[src/rtl/reg_file_pkg.sv]
// reg_file_pkg: shared widths, x0 constant and query result type for the register file
package reg_file_pkg;

    localparam int ROB_POS_W = 4;
    localparam int REG_NUM   = 32;
    localparam int REG_IDX_W = 5;
    localparam int XLEN      = 32;

    localparam logic [REG_IDX_W-1:0] ZERO_REG = '0;

    typedef struct packed {
        logic                 busy;
        logic [ROB_POS_W-1:0] rob_pos;
        logic [XLEN-1:0]      val;
    } query_t;

endpackage

[src/rtl/reg_file.sv]
// reg_file: architectural registers with busy/rename tags and commit-bypassed source lookups
module reg_file
    import reg_file_pkg::*;
(
    input  logic                 clk,
    input  logic                 rst,
    input  logic                 rdy,
    input  logic                 rollback,
    input  logic                 issue,
    input  logic [REG_IDX_W-1:0] issue_rd,
    input  logic [ROB_POS_W-1:0] issue_rob_pos,
    input  logic                 reg_write,
    input  logic [REG_IDX_W-1:0] reg_rd,
    input  logic [XLEN-1:0]      reg_val,
    input  logic [ROB_POS_W-1:0] commit_rob_pos,
    input  logic [REG_IDX_W-1:0] rs1_idx,
    input  logic [REG_IDX_W-1:0] rs2_idx,
    output logic                 rs1_busy,
    output logic                 rs2_busy,
    output logic [XLEN-1:0]      rs1_val,
    output logic [XLEN-1:0]      rs2_val,
    output logic [ROB_POS_W-1:0] rs1_rob_pos,
    output logic [ROB_POS_W-1:0] rs2_rob_pos
);

    logic [XLEN-1:0]      val [REG_NUM];
    logic [ROB_POS_W-1:0] tag [REG_NUM];
    logic [REG_NUM-1:0]   busy;

    query_t q1, q2;

    // Source lookup: a commit retiring the youngest writer forwards its value and clears busy
    function automatic query_t lookup(input logic [REG_IDX_W-1:0] idx);
        logic hit;
        hit = reg_write && reg_rd == idx && idx != ZERO_REG && busy[idx] && tag[idx] == commit_rob_pos;
        lookup.busy    = hit ? 1'b0 : busy[idx];
        lookup.rob_pos = tag[idx];
        lookup.val     = hit ? reg_val : val[idx];
    endfunction

    assign q1 = lookup(rs1_idx);
    assign q2 = lookup(rs2_idx);

    assign rs1_busy    = q1.busy;
    assign rs1_rob_pos = q1.rob_pos;
    assign rs1_val     = q1.val;
    assign rs2_busy    = q2.busy;
    assign rs2_rob_pos = q2.rob_pos;
    assign rs2_val     = q2.val;

    // State update: commit first, then rollback or issue; later assignments win so issue beats commit on busy/tag
    always_ff @(posedge clk) begin
        if (rst) begin
            val  <= '{default: '0};
            tag  <= '{default: '0};
            busy <= '0;
        end else if (rdy) begin
            if (reg_write && reg_rd != ZERO_REG) begin
                val[reg_rd] <= reg_val;
                if (tag[reg_rd] == commit_rob_pos) busy[reg_rd] <= 1'b0;
            end
            if (rollback) busy <= '0;
            else if (issue && issue_rd != ZERO_REG) begin
                busy[issue_rd] <= 1'b1;
                tag[issue_rd]  <= issue_rob_pos;
            end
        end
    end

endmodule

[config.mk]
export PLATFORM = sky130hd
export DESIGN_NAME = reg_file
export DESIGN_NICKNAME = d
export VERILOG_FILES = /design/src/rtl/reg_file_pkg.sv /design/src/rtl/reg_file.sv
export SDC_FILE = /design/constraint.sdc
export NUM_CORES = 2
export LEC_CHECK = 0
export BUFFER_PORTS_ARGS = -buffer_cell sky130_fd_sc_hd__buf_2
export CORE_ASPECT_RATIO = 0.7
export CORE_MARGIN = 4
export CORE_UTILIZATION = 55
export DETAILED_ROUTE_END_ITERATION = 7
export PLACE_DENSITY_LB_ADDON = 0.2
export SLEW_MARGIN = 15
export SYNTH_ARGS = -nofsm -noshare
export SYNTH_HDL_FRONTEND = slang
export SYNTH_SLANG_ARGS = --single-unit
[constraint.sdc]
create_clock -name clk -period 6.7 [get_ports clk]
set_input_delay 1.005 -clock clk [delete_from_list [all_inputs] [get_ports clk]]
set_output_delay 1.005 -clock clk [all_outputs]
set_load 0.005 [all_outputs]
==> reports/metrics.cfg <==
[final_layout]
layout_common_cells = nand2_1, dfxtp_1, a21oi_1
fin_nets = 6411
area_growth_pct = 8.70
mostFrequentLayoutCell = nand2_1
fin_area_um2 = 67500
drive_gt1_share_pct = 21.1

[floorplanning]
die_w_um = 410
ios = 140
initial_core_util_pct = 55.8
die_h_um = 289
dieArea_um2 = 119000
fp.coreArea_um2 = 111000
num_rows = 102

[global_route]
grt-ovfl-total = 0
grt_pass1_wl_mm = 340
grt_max_degree = 215
antenna_found_initial = 11
track_usage_pct = 38.4
grt_pass1_vias = 51004

[synthesis]
synth.largest_area_cell = dfxtp_1
yosysWarnings = 0
synth_top_family_by_area = multiplexers
synthTopCellsByArea = dfxtp_1, mux4_2, nand2_1
synth-seq-cells = 1184
synthMuxAreaShare_pct = 30.7
synth_area_um2 = 62100
synth_top_area_share_pct = 38.1
syn-num-nets = 6705
seq_area_frac_synth_pct = 38.1
yosysUniqueCellTypes = 60
yosys.area_share.simple_pct = 16.5
synth-xor-area-share_pct = 0.240
synthArstFlopShare_pct = 0
synth_ff_type = dfxtp_1
synth_enable_flop_cells = 0
yosys.area_share.adder_pct = 0
synth_cells = 6639
synth_compound_area_share_pct = 10.0
avgSynthCellArea_um2 = 9.36

[drt]
vias_per_cell = 6.86
vias = 54587
detail-route-antenna-nets = 0
drcViolationCount = 0
wirelength_mm = 233
dr.pass1.iters = 6
drt_iter0_drc = 8830
wl_per_cell_um = 29.3

[cts]
post_cts_resized = 0
cts_buffers = 114
insertion_delay_ns = 0.77
cts_hold_buf = 0
clockBufferDepth = 3
cts_tree = yes
cts_setup_buffers = 0
cts_num_sinks = 1184
clk_pin_slew_ns = 0.06
clock-root-buffer = clkbuf_16
cts_max_level = 3

[worst_setup_path]
cp-end-kind = output pin
crit_type = primary input to output pin
worst-r2r-cell-count = 8
critPathMostFrequentCell = buf_4
crit_path_max_incr_delay_ns = 0.63
crit_chain = buf_6 -> buf_4 -> mux4_2 -> mux2i_1 -> nor3_1 -> o221ai_1 -> nor3_4 -> buf_4 -> mux2_2 -> buf_2
worst-r2r-setup-slack_ns = 3.81
rr_endpoint = busy[6]$_SDFFE_PP0P_
crit_buf_inv = 4
worstPathRequired_ns = 5.69
critPathSlowestCell = buf_6
cp_top_family = buffers and inverters
cp_max_fo = 56
crit_arrival_ns = 4.73
r2r-start = tag[52]$_SDFFE_PP0P_
cp-start-kind = primary input

[sta]
slew_headroom_pct = 12.1
worst_pin_slew_ns = 1.32
fin_worst_skew_ns = 0.0300
rsz0062_at_grt = no
finalSetupViolCount = 0
fin_tns_setup_ns = 0
hold_viol = 0
period_share_pct = 85.6
fin_crit_ns = 5.74
fmax_mhz = 174
timing.final.max_slew_violations = 0

[power_and_ir_drop]
p_per_area_nw_per_um2 = 226
ir_drop_mv = 0.210
p_leak_nw = 22.0

[min_path]
hp-start = val[402]$_SDFFE_PP0P_
hold_path_depth = 2
hold_class = flop to flop
whs_endpoint = val[402]$_SDFFE_PP0P_

[outcome]
status = finished clean

[placed_design]
dpl.hpwl_mm = 133
port_buffers = 139
gp_congestion = 0.941
placed_area_um2 = 63400

[run]
drv_cap = 0

-- sequential cells by signal, indices dropped and copies added, names as in the netlist --
name / count
val: 1024
tag: 128
busy: 32
-- per-layer routing --
metal  GRT usage, %  part of all wire (%)
met1           51.3                    37
met2           55.7                    42
met3           15.0                    16
met4           16.7                   4.9
met5          0.521                 0.051
-- cells in the mapped netlist (20+ instances only) --
library cell / count
mux2i_1: 98
mux2_4: 20
mux4_1: 21
mux2_2: 88
dfxtp_1: 1184
nand3_1: 81
buf_4: 20
nor3_1: 37
nand2_1: 2245
a21oi_1: 1134
nor2b_1: 52
mux4_2: 721
clkbuf_1: 519
nor2_1: 134
buf_1: 51
buf_2: 68
-- logic make-up after synthesis --
group | Yosys count
AOI/OAI and AO/OA | 1210
xor gates and xnor gates | 17
buffers and inverters | 676
DFF | 1184
muxes | 950
and+or+nand+nor | 2602
-- power breakdown --
| group | internal, mW | switching (mW) |
|---|---|---|
| clock network | 4.09 | 3.03 |
| registers | 7.06 | 0.0211 |
| logic | 0.309 | 0.757 |
| total | 11.5 | 3.81 |
-- tightest hold or removal path: cells and delay by family, from the launching register on --
family           cells  cell delay (ns)
AO/OA/AOI/OAI        1             0.05
flip-flops           1             0.32
AND/OR/NAND/NOR      1             0.05
-- layout make-up --
cell class              count  area [µm²]
repair buffers            256        1800
multi-input cells        4779       36000
diodes                      6        15.0
clock buffers             165        3390
fillers                  9300       43900
inverters                  10        47.5
clock inverters            50         686
well taps                1508        1890
flip-flops and latches   1184       23700
-- how the worst max path moves through the flow --
| stage | to | cells after the start | startpoint |
|---|---|---|---|
| 2_1_floorplan | rs2_val[10] | 8 | rs2_idx[0] |
| 3_3_place_gp | rs1_val[1] | 10 | rs1_idx[2] |
| 3_5_place_dp | rs1_val[25] | 11 | rs1_idx[2] |
| 4_1_cts | rs1_val[25] | 11 | rs1_idx[2] |
| 5_1_grt | rs1_val[17] | 10 | rs1_idx[0] |
| 6_report | rs1_val[18] | 10 | rs1_idx[2] |
-- metrics by stage --
stage | instances | utilization [%] | total power [mW] | hold slack, ns | setup slack (ns)
floorplan | 6639 | - | 7.96 | 0.443 | 2.07
global placement | 7736 | 56.9 | 8.27 | 0.449 | 1.17
detailed placement | 7736 | 56.9 | 8.28 | 0.457 | 1.14
CTS | 7951 | 60.6 | 15.2 | 0.466 | 1.13
global route | 7956 | 60.6 | 15.6 | 0.481 | 0.967
finish | 7958 | 60.6 | 15.3 | 0.466 | 0.963
Note: power is estimated with default switching activity, not from simulation.
